## config.mk

```make
export PLATFORM = sky130hd
export DESIGN_NAME = sevenseg_scan_driver
export DESIGN_NICKNAME = d
export VERILOG_FILES = /design/src/rtl/sevenseg_scan_driver_pkg.sv /design/src/rtl/sevenseg_scan_driver_hex7seg_decode.sv /design/src/rtl/sevenseg_scan_driver.sv
export SDC_FILE = /design/constraint.sdc
export NUM_CORES = 1
export LEC_CHECK = 0
export ABC_AREA = 0
export CELL_PAD_IN_SITES_DETAIL_PLACEMENT = 1
export CELL_PAD_IN_SITES_GLOBAL_PLACEMENT = 1
export CORE_ASPECT_RATIO = 0.7
export CORE_MARGIN = 1
export CORE_UTILIZATION = 46
export CTS_CLUSTER_SIZE = 14
export DETAILED_ROUTE_END_ITERATION = 16
export PLACE_DENSITY = 0.86
export SYNTH_ARGS = -nofsm -noshare
export SYNTH_HDL_FRONTEND = slang
export SYNTH_HIERARCHICAL = 1
export SYNTH_SLANG_ARGS = --single-unit
```

## constraint.sdc

```tcl
create_clock -name clk -period 4.5 [get_ports clk]
set_clock_uncertainty 0.05 [all_clocks]
set_input_delay 1.35 -clock clk [delete_from_list [all_inputs] [get_ports clk]]
set_output_delay 1.35 -clock clk [all_outputs]
set_load 0.02 [all_outputs]
```

## src/rtl/sevenseg_scan_driver_pkg.sv

```systemverilog
// Shared constants for the multiplexed 7-segment display: hex glyph table,
// all-off patterns and the per-slot phase encoding.
package sevenseg_scan_driver_pkg;

    localparam logic [3:0] ANODE_OFF = 4'hF;
    localparam logic [6:0] SEG_OFF   = 7'h7F;

    // Active-low {g,f,e,d,c,b,a}; entry [n] is the glyph for hex digit n.
    localparam logic [15:0][6:0] HEX_SEG_TABLE = {
        7'h0E, 7'h06, 7'h21, 7'h46, 7'h03, 7'h08, 7'h10, 7'h00,
        7'h78, 7'h02, 7'h12, 7'h19, 7'h30, 7'h24, 7'h79, 7'h40
    };

    typedef enum logic {
        ST_GUARD  = 1'b0,
        ST_ACTIVE = 1'b1
    } slot_state_e;

    function automatic logic [6:0] hex_to_seg(input logic [3:0] nibble);
        return HEX_SEG_TABLE[nibble];
    endfunction

endpackage

```

## src/rtl/sevenseg_scan_driver_hex7seg_decode.sv

```systemverilog
// Combinational nibble to active-low segment decoder with a blank override.
module hex7seg_decode
    import sevenseg_scan_driver_pkg::*;
(
    input  logic [3:0] nibble,
    input  logic       blank,
    output logic [6:0] seg_n
);

    // Blanked digits show nothing; otherwise look up the glyph.
    always_comb begin
        seg_n = SEG_OFF;
        if (blank) begin
            seg_n = SEG_OFF;
        end else begin
            seg_n = hex_to_seg(nibble);
        end
    end

endmodule

```

## src/rtl/sevenseg_scan_driver.sv

```systemverilog
// Four-digit common-anode scan driver with tear-free frame latching,
// anti-ghosting guard interval and 16-level brightness PWM.
module sevenseg_scan_driver
    import sevenseg_scan_driver_pkg::*;
#(
    parameter int REFRESH_DIV  = 50000,
    parameter int GUARD_CYCLES = 16
) (
    input  logic        clk,
    input  logic        reset,
    input  logic [15:0] digits,
    input  logic        digits_valid,
    input  logic [3:0]  blank_mask,
    input  logic [3:0]  dp,
    input  logic [3:0]  brightness,
    output logic [3:0]  an,
    output logic [6:0]  seg,
    output logic        dp_n,
    output logic        frame_start
);

    localparam int CNT_W = $clog2(REFRESH_DIV);
    localparam logic [CNT_W-1:0] LAST_SLOT  = CNT_W'(REFRESH_DIV - 1);
    localparam logic [CNT_W-1:0] GUARD_LAST = CNT_W'(GUARD_CYCLES - 1);
    localparam slot_state_e FIRST_STATE = (GUARD_CYCLES == 0) ? ST_ACTIVE : ST_GUARD;

    logic [CNT_W-1:0] slot_cnt_q, slot_cnt_d;
    logic [1:0]       idx_q, idx_d;
    logic [3:0]       pwm_cnt_q, pwm_cnt_d;
    logic [15:0]      pending_q, pending_d;
    logic [15:0]      shadow_q, shadow_d;
    slot_state_e      state_q, state_d;
    logic [3:0]       an_q, an_d;
    logic [6:0]       seg_q, seg_d;
    logic             dp_n_q, dp_n_d;
    logic             frame_start_q, frame_start_d;

    logic             slot_end;
    logic             frame_wrap;
    logic [6:0]       dec_seg;

    hex7seg_decode u_decode (
        .nibble (shadow_q[{idx_q, 2'b00} +: 4]),
        .blank  (blank_mask[idx_q]),
        .seg_n  (dec_seg)
    );

    // Next-state logic; outputs reflect the slot phase of the current cycle.
    always_comb begin
        slot_end   = (slot_cnt_q == LAST_SLOT);
        frame_wrap = slot_end && (idx_q == 2'd3);

        slot_cnt_d = slot_end ? {CNT_W{1'b0}} : slot_cnt_q + {{(CNT_W-1){1'b0}}, 1'b1};
        idx_d      = slot_end ? idx_q + 2'd1 : idx_q;
        pwm_cnt_d  = pwm_cnt_q + 4'd1;
        pending_d  = digits_valid ? digits : pending_q;

        // Shadow only moves at the frame boundary; a same-cycle strobe bypasses pending.
        if (frame_wrap) begin
            shadow_d = digits_valid ? digits : pending_q;
        end else begin
            shadow_d = shadow_q;
        end

        state_d = state_q;
        case (state_q)
            ST_GUARD: begin
                if (slot_cnt_q == GUARD_LAST) begin
                    state_d = ST_ACTIVE;
                end else begin
                    state_d = ST_GUARD;
                end
            end
            ST_ACTIVE: begin
                if (slot_end) begin
                    state_d = FIRST_STATE;
                end else begin
                    state_d = ST_ACTIVE;
                end
            end
            default: state_d = FIRST_STATE;
        endcase

        if ((state_q == ST_ACTIVE) && (pwm_cnt_q <= brightness)) begin
            an_d = ~(4'b0001 << idx_q);
        end else begin
            an_d = ANODE_OFF;
        end

        if (slot_cnt_q == {CNT_W{1'b0}}) begin
            seg_d  = dec_seg;
            dp_n_d = blank_mask[idx_q] ? 1'b1 : ~dp[idx_q];
        end else begin
            seg_d  = seg_q;
            dp_n_d = dp_n_q;
        end

        frame_start_d = (slot_cnt_q == {CNT_W{1'b0}}) && (idx_q == 2'd0);
    end

    // State and output registers with synchronous reset.
    always_ff @(posedge clk) begin
        if (reset) begin
            slot_cnt_q    <= {CNT_W{1'b0}};
            idx_q         <= 2'd0;
            pwm_cnt_q     <= 4'd0;
            pending_q     <= 16'h0000;
            shadow_q      <= 16'h0000;
            state_q       <= FIRST_STATE;
            an_q          <= ANODE_OFF;
            seg_q         <= SEG_OFF;
            dp_n_q        <= 1'b1;
            frame_start_q <= 1'b0;
        end else begin
            slot_cnt_q    <= slot_cnt_d;
            idx_q         <= idx_d;
            pwm_cnt_q     <= pwm_cnt_d;
            pending_q     <= pending_d;
            shadow_q      <= shadow_d;
            state_q       <= state_d;
            an_q          <= an_d;
            seg_q         <= seg_d;
            dp_n_q        <= dp_n_d;
            frame_start_q <= frame_start_d;
        end
    end

    assign an          = an_q;
    assign seg         = seg_q;
    assign dp_n        = dp_n_q;
    assign frame_start = frame_start_q;

endmodule

```

After elaboration in Yosys (flattened, before gate mapping)
Memories as Yosys holds them, arrays and structs flattened. Cells that the tools add are included.

Equality and inequality tests: 3. Div/mod/pow operators: 0. $lt $le $gt $ge: 3. Reduce and logical (&&, ||, !) cells: 7. Bitwise gates (word level): 4. Muxes and demuxes: 11. Shifts and indexed selects: 2. Add/subtract/negate cells: 3. $mul: 0.

Operators by type and width (number): $add 16x1->16 const B (1); $eq 16x16->1 const B (1); $eq 16x4->1 const B (1); $logic_not 16->1 (1); $mux 16 (1); $shiftx 16x5->4 (1); $mux 7 (2); $lt 4x5->1 const B (1); $mux 1 (5); $add 4x1->4 const B (1); $bmux 1 s2 (2); $le 4x4->1 (1); $not 4->4 (1); $reduce_or 2->1 (2); $shl 1x2->4 const A (1); $logic_and 1x1->1 (3); $lt 2x3->1 const B (1); $not 1->1 (3); $add 2x1->2 const B (1); $eq 2x2->1 const B (1); $logic_not 2->1 (1); $pmux 1 s2 (1).

Register bits after elaboration: 68. ROM bits: 112. RAM bits: 0. Bits in latches: 0. Word-level logic and storage cells: 44. Input bits: 31. Memories: 1. Output and inout bits: 13.

Memory list: (no name shown) (words 16, width 7, read ports 1, clocked after memory_dff 0, write ports 0, line sevenseg_scan_driver_pkg.sv:20) `return HEX_SEG_TABLE[nibble];`.

Logic depth before layout (Yosys ltp)
Depth in word-level cells: 4. Depth in mapped cells: 9. Depth with buffers taken out: 8.

Modules after synthesis
Netlist, hierarchy kept.

Modules (own cells, without submodules): sevenseg_scan_driver (instances 1, cells an instance 296, seq. area each 1361.3 um^2, area an instance 2957.8 um^2); hex7seg_decode (instances 1, cells an instance 35, seq. area each 0.0 um^2, area an instance 295.3 um^2).

Worst setup path before layout
OpenSTA, ideal clock, no wires.

Path kind: input to register. Start: input port digits_valid. End: register shadow_q[6]. Setup slack: 1.618 ns. Cell stages on the path: 5. Required time: 4.327 ns. Setup time: 0.123 ns. Buffers on the path: 2. Arrival time: 2.709 ns. Cells stage by stage: clkbuf_1 clkbuf_1 mux2i_1 nor2_1 mux2_1.

Cells in the longest elaborated chain, start to end: 1.

RTL lines: from (decl) (line sevenseg_scan_driver.sv:12) `input logic digits_valid,`; $mux 16 (line sevenseg_scan_driver.sv:60) `shadow_d = digits_valid ? digits : pending_q;`; to (signal assigned) (line sevenseg_scan_driver.sv:119) `shadow_q <= shadow_d;`; to (decl) (line sevenseg_scan_driver.sv:31) `logic [15:0] shadow_q, shadow_d;`.

No other way between the ends. A chain may end at the register's enable or synchronous reset.

Worst setup path in the final report
Start: input port blank_mask[3]. End: register seg_q[3], in the netlist seg[3].

Cells in the longest elaborated chain, start to end: 3.

RTL lines: from (decl) (line sevenseg_scan_driver.sv:13) `input logic [3:0] blank_mask,`; $bmux 1 s2 (line sevenseg_scan_driver.sv:44) `.blank (blank_mask[idx_q]),`; $mux 1 (not written as such) (line sevenseg_scan_driver.sv:44); $mux 7 (line sevenseg_scan_driver_hex7seg_decode.sv:13) `if (blank) begin`; net dec_seg[3] (line sevenseg_scan_driver.sv:40) `logic [6:0] dec_seg;`; to (signal assigned) (line sevenseg_scan_driver.sv:122) `seg_q <= seg_d;`; to (decl) (line sevenseg_scan_driver.sv:34) `logic [6:0] seg_q, seg_d;`.

The timed path passes the listed nets, and every way through them passes these cells. The select of a mux whose other input is x is not followed.

==> results.py <==
metrics = {
    "placement": {
        "gp_congestion": 0.7834,
        "dp_hpwl_um": 5139,
        "port_buffers": 43,
        "dp_slack_ns": 1.290,
    },
    "worst_setup_path": {
        "cpMaxStageDelayCell": "mux4_2",
        "max_stage_delay_ns": 0.58,
        "path_class": "input port to flip-flop",
        "crit_required_ns": 4.68,
        "path_depth": 7,
        "r2r_slack_ns": 1.78,
        "crit_fanout": 8,
        "critPathCaptureType": "flip-flop",
        "cp-start-kind": "input port",
        "crit_chain": "clkdlybuf4s50_1, mux4_2, nor2b_1, a32oi_1, inv_1, nor2_1, a211o_1",
        "crit_family": "multiplexers",
        "cp_num_buf_inv": 2,
        "r2r.worst_path.cells": 5,
        "arrival_ns": 3.07,
    },
    "power": {
        "power.switching_mw": 0.3034,
        "intPower_mw": 0.9053,
        "p_seq_share_pct": 52.7,
        "pwr-share-comb_pct": 11.2,
        "p_sw_share_pct": 25.10,
        "powerDensity_nw_per_um2": 310.6,
        "p_leak_nw": 1.596,
        "pwr-share-clk_pct": 36.1,
        "ir_drop_mv": 0.1305,
    },
    "drt": {
        "wire_per_inst_um": 15.72,
        "drtAntennaViolNets": 0,
        "drt_iter0_drc": 101,
        "vias": 2451,
        "viasPerCell": 5.215,
        "dr.pass1.iters": 5,
        "wl_um": 7390,
        "drc": 0,
    },
    "yosys": {
        "synthCells": 331,
        "yosys.cell_types.count": 41,
        "synth-edff-count": 0,
        "ys_warn_count": 6,
        "syn_area_per_cell_um2": 9.828,
        "async_flop_share_pct": 0,
        "ys_ff_latch": 68,
        "synth_fp_nets": 380,
        "synthFlopType": "dfxtp_1",
        "synth_area_um2": 3253,
        "synth_seq_area_share_pct": 41.85,
    },
    "timing": {
        "fin_ws_ns": 1.611,
        "max_clock_freq_ghz": 0.3462,
        "hold_viol_final": 0,
        "worst_slew_pin_slew_ns": 0.9544,
        "max_slew_margin_pct": 36.38,
        "finalSetupViolCount": 0,
        "grt_setup_unrepaired": "no",
        "setup_tns_ns": 0,
        "fin_crit_ns": 2.889,
        "timing.final.crit_share_pct": 64.19,
        "slew_violations": 0,
    },
    "clock_tree": {
        "cts_resized": 0,
        "numCtsBuffers": 9,
        "cts-hold-fix-buffers": 0,
        "clock_tree.buffer_depth": 2,
        "htreeDepth": 3,
        "cts_tree": "yes",
        "root_buffer": "clkbuf_8",
        "clk_latency_ns": 0.34,
        "clk_pin_slew_ns": 0.07,
        "cts.sinks": 68,
        "postCtsSetupBuffers": 0,
    },
    "floorplanning": {
        "initial_utilization_pct": 47.93,
        "ioPinCount": 44,
        "coreArea_um2": 6788,
        "fp-row-count": 25,
        "die_h_um": 72.36,
        "dieArea_um2": 7418,
        "die_w_um": 102.5,
    },
    "grt": {
        "grt.overflow.total": 0,
        "grt_usage_pct": 21.55,
        "grt_pass1_vias": 2424,
        "grt_pass1_wl_um": 12170,
        "antenna_found_initial": 0,
        "grt_max_degree": 54,
    },
    "final_layout": {
        "drive_gt1_share_pct": 11.97,
        "final_common_cell": "dfxtp_1",
        "multi_input_area_um2": 1713,
        "seq_area_um2": 1361,
        "area_growth_pct": 19.62,
        "n_antenna_cell": 0,
        "fillers": 779,
        "final_cell_mix": "dfxtp_1, nor2_1, clkdlybuf4s50_1",
        "final_nets": 420,
    },
    "flow_run": {
        "drv_cap": 0,
    },
    "outcome": {
        "status": "finished clean",
    },
    "worst_hold_path": {
        "hp-class": "flip-flop to flip-flop",
        "holdPathStages": 1,
    },
}
==> stage by stage <==
stage	hold WS, ns	total power [mW]	std cells	area (µm²)	util [%]
CTS	0.4211	1.223	470	3891	57.33
detailed placement	0.4051	0.7867	454	3722	54.84
floorplan	0.3797	0.7266	331	3253	-
finish	0.4178	1.209	470	3891	57.33
global route	0.4429	1.263	470	3891	57.33
global placement	0.3950	0.7804	454	3722	54.84
==> power by group through the flow <==
stage | clock [mW] | sequential, mW | combinational (mW)
4_1_cts | 0.449 | 0.637 | 0.137
2_1_floorplan | 0 | 0.660 | 0.0669
3_3_place_gp | 0 | 0.650 | 0.130
3_5_place_dp | 0 | 0.651 | 0.136
5_1_grt | 0.474 | 0.639 | 0.149
6_report | 0.436 | 0.637 | 0.135
==> logic make-up after synthesis <==
kind of cell / after synthesis / share of synthesized area [%]
compound gates: 20 / 5.115
fa+ha+maj: 18 / 6.923
flops: 68 / 41.85
buf+inv: 39 / 5.500
simple gates: 125 / 19.42
mux: 45 / 16.88
xor+xnor: 16 / 4.308
==> layout make-up <==
class                   instances  share of cell area [%]
repair buffers                 46                   11.51
flip-flops and latches         68                   34.98
inverters                      22                   2.122
multi-input cells             224                   44.02
clock inverters                 5                  0.7074
clock buffers                  11                   3.633
well taps                      94                   3.023
==> Yosys cell counts, drive strengths merged, types with 4 or more instances <==
library cell	number	area (µm²)
dfxtp	68	1361
nand2	7	26.28
or4	4	33.78
xnor2	14	122.6
nand2b	4	25.02
nor2b	21	133.9
nor2	56	210.2
inv	22	82.58
mux2	19	214.0
ha	18	225.2
a211o	8	70.07
nor4	5	31.28
nand3	11	55.05
clkbuf	9	33.78
nand4	4	25.02
mux4	6	135.1
mux2i	20	200.2
nor3	5	25.02
buf	8	62.55
==> worst paths after layout <==
kind,from,endpoint
worst max-delay path,blank_mask[3],seg[3]
worst min-delay path,seg[6],seg[6]
worst max register to register,slot_cnt_q[0],shadow_q[4]
worst min register to register,seg[6],seg[6]
==> state kept, by name (all words and copies together), names as in the netlist <==
| name | flops |
|---|---|
| an | 4 |
| state_q | 1 |
| frame_start | 1 |
| pending_q | 16 |
| dp_n | 1 |
| idx_q | 2 |
| pwm_cnt_q | 4 |
| seg | 7 |
| shadow_q | 16 |
| slot_cnt_q | 16 |
==> metal layers <==
metal,part of all wire (%),vias up,GRT usage [%]
met5,0,-,0
met4,0.83,0,3.968
met3,4.1,9,6.840
met2,46,54,34.59
met1,49,1186,28.62
li1,-,1202,-
(Power assumes the default switching activity.)
